<file path="src/rtl/fb_line_pixel_unpacker.sv">
// Pixel-clock unpacker: reads 2-pixel words from the line BRAM, emits aligned RGB/DE/sync
// and issues line-fill requests. Build with FBREADER_UNDERRUN_DETECT_EN to flag and paint underrun lines.
module fb_line_pixel_unpacker #(
    parameter int          H_ACTIVE       = 640,
    parameter int          H_TOTAL        = 800,
    parameter int          V_ACTIVE       = 480,
    parameter int          V_TOTAL        = 525,
    parameter logic [23:0] UNDERRUN_COLOR = 24'hFF00FF
) (
    input  logic        clk_25m,
    input  logic        reset,
    input  logic [9:0]  hc,
    input  logic [9:0]  vc,
    input  logic        hsync_in,
    input  logic        vsync_in,
    input  logic        fb_sel,
    output logic [9:0]  bram_addr,
    input  logic [63:0] bram_dout,
    output logic        line_req,
    output logic [9:0]  line_req_row,
    output logic        line_req_fb,
    input  logic        line_done,
    output logic [7:0]  red,
    output logic [7:0]  green,
    output logic [7:0]  blue,
    output logic        de,
    output logic        hsync,
    output logic        vsync,
    output logic        underrun
);

    localparam logic [9:0] H_ACT      = 10'(H_ACTIVE);
    localparam logic [9:0] H_TOT      = 10'(H_TOTAL);
    localparam logic [9:0] V_ACT      = 10'(V_ACTIVE);
    localparam logic [9:0] V_TOT      = 10'(V_TOTAL);
    localparam logic [9:0] V_LAST     = 10'(V_TOTAL - 1);
    localparam logic [9:0] V_ACT_LAST = 10'(V_ACTIVE - 1);

    // Even column lives in the low 32 bits, odd column in the high 32 bits.
    function automatic logic [23:0] pick_rgb(input logic [63:0] word, input logic odd);
        return odd ? word[63:40] : word[31:8];
    endfunction

    logic       act_in;
    logic       req_fire;
    logic [9:0] req_row;
    logic [1:0] bank_ready;
    logic [1:0] bank_ready_nxt;
    logic       last_bank;
    logic       fb_cur;
    logic       unused_bits;

    logic act_p1, hc0_p1, hs_p1, vs_p1;
    logic act_p2, hc0_p2, hs_p2, vs_p2;

    assign act_in = (hc < H_ACT) && (hc < H_TOT) && (vc < V_ACT) && (vc < V_TOT);

    always_comb begin
        req_fire = 1'b0;
        req_row  = '0;
        if (hc == H_ACT) begin
            if (vc < V_ACT_LAST) begin
                req_fire = 1'b1;
                req_row  = vc + 10'd1;
            end else if (vc == V_LAST) begin
                req_fire = 1'b1;
                req_row  = '0;
            end
        end
    end

    // A request clearing a bank overrides a completion for it in the same cycle.
    always_comb begin
        bank_ready_nxt = bank_ready;
        if (line_done)
            bank_ready_nxt[last_bank] = 1'b1;
        if (req_fire)
            bank_ready_nxt[req_row[0]] = 1'b0;
    end

    always_ff @(posedge clk_25m) begin
        if (reset) begin
            line_req     <= 1'b0;
            line_req_row <= '0;
            line_req_fb  <= 1'b0;
            fb_cur       <= 1'b0;
            bank_ready   <= '0;
            last_bank    <= 1'b0;
        end else begin
            line_req   <= req_fire;
            bank_ready <= bank_ready_nxt;
            if (hc == 10'd0 && vc == V_LAST)
                fb_cur <= fb_sel;
            if (req_fire) begin
                line_req_row <= req_row;
                line_req_fb  <= fb_cur;
                last_bank    <= req_row[0];
            end
        end
    end

`ifdef FBREADER_UNDERRUN_DETECT_EN
    logic row_act;
    logic row_start;
    logic ur_line;
    logic ur_p1;
    logic ur_p2;

    assign row_act   = (vc < V_ACT) && (vc < V_TOT);
    assign row_start = (hc == 10'd0) && row_act;
    assign unused_bits = ^{bram_dout[7:0], bram_dout[39:32]};

    always_ff @(posedge clk_25m) begin
        if (reset) begin
            ur_line  <= 1'b0;
            ur_p1    <= 1'b0;
            ur_p2    <= 1'b0;
            underrun <= 1'b0;
        end else begin
            // Stage 1: the row's verdict is taken once, at its first column
            if (row_start)
                ur_line <= ~bank_ready[vc[0]];
            ur_p1 <= row_start ? ~bank_ready[vc[0]] : ur_line;
            // Stage 2
            ur_p2 <= ur_p1;
            // Stage 3
            if (ur_p2 && act_p2)
                underrun <= 1'b1;
        end
    end
`else
    assign unused_bits = ^{bram_dout[7:0], bram_dout[39:32], bank_ready, UNDERRUN_COLOR};
    assign underrun    = 1'b0;
`endif

    always_ff @(posedge clk_25m) begin
        if (reset) begin
            bram_addr <= '0;
            act_p1 <= 1'b0; hc0_p1 <= 1'b0; hs_p1 <= 1'b0; vs_p1 <= 1'b0;
            act_p2 <= 1'b0; hc0_p2 <= 1'b0; hs_p2 <= 1'b0; vs_p2 <= 1'b0;
            de     <= 1'b0;
            hsync  <= 1'b0;
            vsync  <= 1'b0;
            {red, green, blue} <= '0;
        end else begin
            // Stage 1: address issue; the address is held through blanking
            if (act_in)
                bram_addr <= {vc[0], hc[9:1]};
            act_p1 <= act_in;
            hc0_p1 <= hc[0];
            hs_p1  <= hsync_in;
            vs_p1  <= vsync_in;
            // Stage 2: BRAM read in flight
            act_p2 <= act_p1;
            hc0_p2 <= hc0_p1;
            hs_p2  <= hs_p1;
            vs_p2  <= vs_p1;
            // Stage 3: output register
            de    <= act_p2;
            hsync <= hs_p2;
            vsync <= vs_p2;
            if (!act_p2)
                {red, green, blue} <= '0;
`ifdef FBREADER_UNDERRUN_DETECT_EN
            else if (ur_p2)
                {red, green, blue} <= UNDERRUN_COLOR;
`endif
            else
                {red, green, blue} <= pick_rgb(bram_dout, hc0_p2);
        end
    end

endmodule

</file>
<file path="config.mk">
export PLATFORM = sky130hd
export DESIGN_NAME = fb_line_pixel_unpacker
export DESIGN_NICKNAME = d
export VERILOG_FILES = /design/src/rtl/fb_line_pixel_unpacker.sv
export SDC_FILE = /design/constraint.sdc
export NUM_CORES = 1
export LEC_CHECK = 0
export ABC_AREA = 1
export BUFFER_PORTS_ARGS = -buffer_cell sky130_fd_sc_hd__buf_2
export CAP_MARGIN = 25
export CORE_ASPECT_RATIO = 0.9
export CORE_UTILIZATION = 35
export DETAILED_ROUTE_END_ITERATION = 6
export PLACE_DENSITY = 0.72
export SYNTH_ARGS = -nofsm -noshare
export SYNTH_HDL_FRONTEND = slang
export SYNTH_SLANG_ARGS = --single-unit
</file>
<file path="constraint.sdc">
create_clock -name clk_25m -period 2.4 [get_ports clk_25m]
set_input_delay 0.12 -clock clk_25m [delete_from_list [all_inputs] [get_ports clk_25m]]
set_output_delay 0.12 -clock clk_25m [all_outputs]
set_load 0.01 [all_outputs]
</file>
==> metrics <==
status=finished clean; drt drc=0; Max VDD drop=246 uV; syn_nets=426; Worst Setup Start Kind=flip-flop; Flop pwr share=48.4%; Final nets=548; fin crit period=1400 ps; Tot Pwr=2.05 mW; share of layout cells above drive strength 1=32.5%; top_reg_cell synth=dfxtp_1; number of flops mapped to enable cells by yosys=0; Routed met1 length=2600 um; Clock Root Buffer=clkbuf_8; total number of vias=2,434; H-tree levels=3; IO Pins=140; switching portion of total power=24.6%; Overflow after GRT=0; Clock power frac=41.3%; Netlist cell types=26; vias in the first global route=2,116; post-DR wirelength/cell=11.1 um; top post-synthesis cells by area=dfxtp_1 (48%), nand2_1 (14%), a21oi_1 (8.9%); DR WL met2=2820 um; clock latency at the later pin of the worst-skew pair=330 ps; final clock skew=8.49 ps; RSZ-0062 raised after global routing=no; DRT Pass-1 Iters=4; Net Switching=0.505 mW; MaxCap Viol Count=0; clk sinks=58; period utilization=58.3%; Syn Inst Count=334; initial DRC count=60; fmax=715 MHz; worst hold path class=primary input to flip-flop; synth cell count leaders=nand2_1 (90), dfxtp_1 (58), a21oi_1 (43), inv_1 (40), nor2_1 (35); clock slew at reported path FFs=60 ps; top-count cell post-synth=nand2_1; clk buf depth=2; Final setup viols=0; measured slew at the worst slew-check pin=796 ps; Final TNS setup=0 ps; WL met3=622 um; Placer Congestion=0.876; n_diodes=0; Hold Vio Cnt, Final=0; P_leak=1.68 nW; Die Height=80.8 um; post-synth top area share=48.1%; Cell Pwr Density=628 nW/um^2; synthesis-to-finish area growth=35.6%; multi-input gate area in the final layout=1010 sq um; Post-Route WL=6100 um; All-Layer GR Usage=16.6%; yosys warns=0; Synth Cell Area=2410 sq um; DRT antenna net count=0; combinational share of power=10.3%; crit end category=flip-flop; Crit Path Category=flip-flop to flip-flop; pins over their slew limit=0; Mapped Avg Cell Area=7.23 sq um; DP HPWL=4620 um; largest net degree at the start of global routing=26; Core Footprint=6620 sq um; Max-slew headroom=46.8%; Int Pwr=1.55 mW; FF+latch count, synth=58; FF/Latch Area=1160 sq um; CTS tree=built; initial antenna violation count=0; Synth area leader=dfxtp_1; CTS buffer count=9; die area=7230 sq um; crit path max fanout=25; Post CTS Setup Buffer Count=0; vias per cell=4.42; starting density of the core=36.5%; max layer used=met4; Worst Path Arrival=1640 ps; first-pass GRT wire length=9020 um; Async SR Flop Fraction=0%; row count=28; IO buf count=121; Final Core Density=49.4%; Die X=89.5 um; Worst EP required=2640 ps; sequential share of the synthesized area=48.1%; filler cell count=687
## worst max-delay path, cell delays in order, from the launching register on
cell and delay (ps):
dfxtp_1 300, buf_4 210, inv_1 510, nand2_1 140
a21oi_1 160
## power by group through the flow
stage	registers, mW	clock network [mW]	logic [mW]
2_1_floorplan	1.02	0	0.0981
3_3_place_gp	1.02	0	0.206
3_5_place_dp	1.02	0	0.209
4_1_cts	0.994	0.881	0.213
5_1_grt	0.996	0.926	0.241
6_report	0.994	0.849	0.212
## final cells by class
| cell class | instances | share of cell area (%) |
|---|---|---|
| Clock buffer | 10 | 3.90 |
| Tap cell | 90 | 3.44 |
| Clock inverter | 6 | 1.76 |
| Multi-Input combinational cell | 220 | 31.0 |
| Inverter | 42 | 4.82 |
| Timing Repair Buffer | 125 | 19.6 |
| Sequential cell | 58 | 35.5 |
## registers in the layout, summed over array words and instances, names as in the netlist, 8 cells and up
signal        cells
blue              8
bram_addr        10
green             8
line_req_row     10
red               8
## through the flow
stage	area, sq um	setup WS (ps)	hold WS [ps]	std cells
floorplan	2410	1320	189	334
global placement	3070	873	325	533
detailed placement	3070	870	332	533
CTS	3270	972	18.5	551
global route	3270	864	19.9	551
finish	3270	1000	32.0	551
## layout by cell type, fill, tap and decap left out, types with 4 or more instances in the layout
| cell | instances |
|---|---|
| buf_2 | 121 |
| clkinv_2 | 4 |
| nand3_1 | 19 |
| nor3_1 | 4 |
| nor2_1 | 35 |
| o21ai_0 | 11 |
| a21oi_1 | 43 |
| dfxtp_1 | 58 |
| nand2_1 | 90 |
| clkbuf_8 | 9 |
| inv_1 | 40 |
## per-layer routing
| metal | GRT usage [%] | vias to the layer above |
|---|---|---|
| met5 | 0 | - |
| met4 | 4.76 | 0 |
| met3 | 8.13 | 6 |
| met2 | 29.8 | 100 |
| met1 | 16.9 | 1045 |
| li1 | - | 1283 |
## cells by family (layout without fill, tap and decap cells)
| logic type | Yosys count | count (layout) | share of synthesized area (%) |
|---|---|---|---|
| other cells | 1 | 1 | 0.155 |
| flops | 58 | 58 | 48.1 |
| xor+xnor | 2 | 2 | 0.726 |
| buf+inv | 56 | 183 | 9.85 |
| compound gates | 57 | 57 | 12.4 |
| simple gates | 158 | 158 | 27.7 |
| fa+ha+maj | 2 | 2 | 1.04 |
## repair_timing
action | CTS | global route
hold endpoints to repair | 2 | 0
hold buffers | 2 | 0
resized for setup | 0 | 0
endpoints found under the setup margin | 0 | 0
## path summary, 6_finish.rpt
| path | startpoint | end | slack, ps | cells past startpoint |
|---|---|---|---|---|
| worst min-delay path | hc[0] | hc0_p1$_SDFF_PP0_ | 30 | 3 |
| worst max-delay path | hc0_p2$_SDFF_PP0_ | green[5]$_SDFF_PP0_ | 1000 | 4 |
| worst min register to register | hc0_p1$_SDFF_PP0_ | hc0_p2$_SDFF_PP0_ | 400 | 2 |
| worst max register to register | hc0_p2$_SDFF_PP0_ | green[5]$_SDFF_PP0_ | 1000 | 4 |
Power figures use the tool's default switching activity.
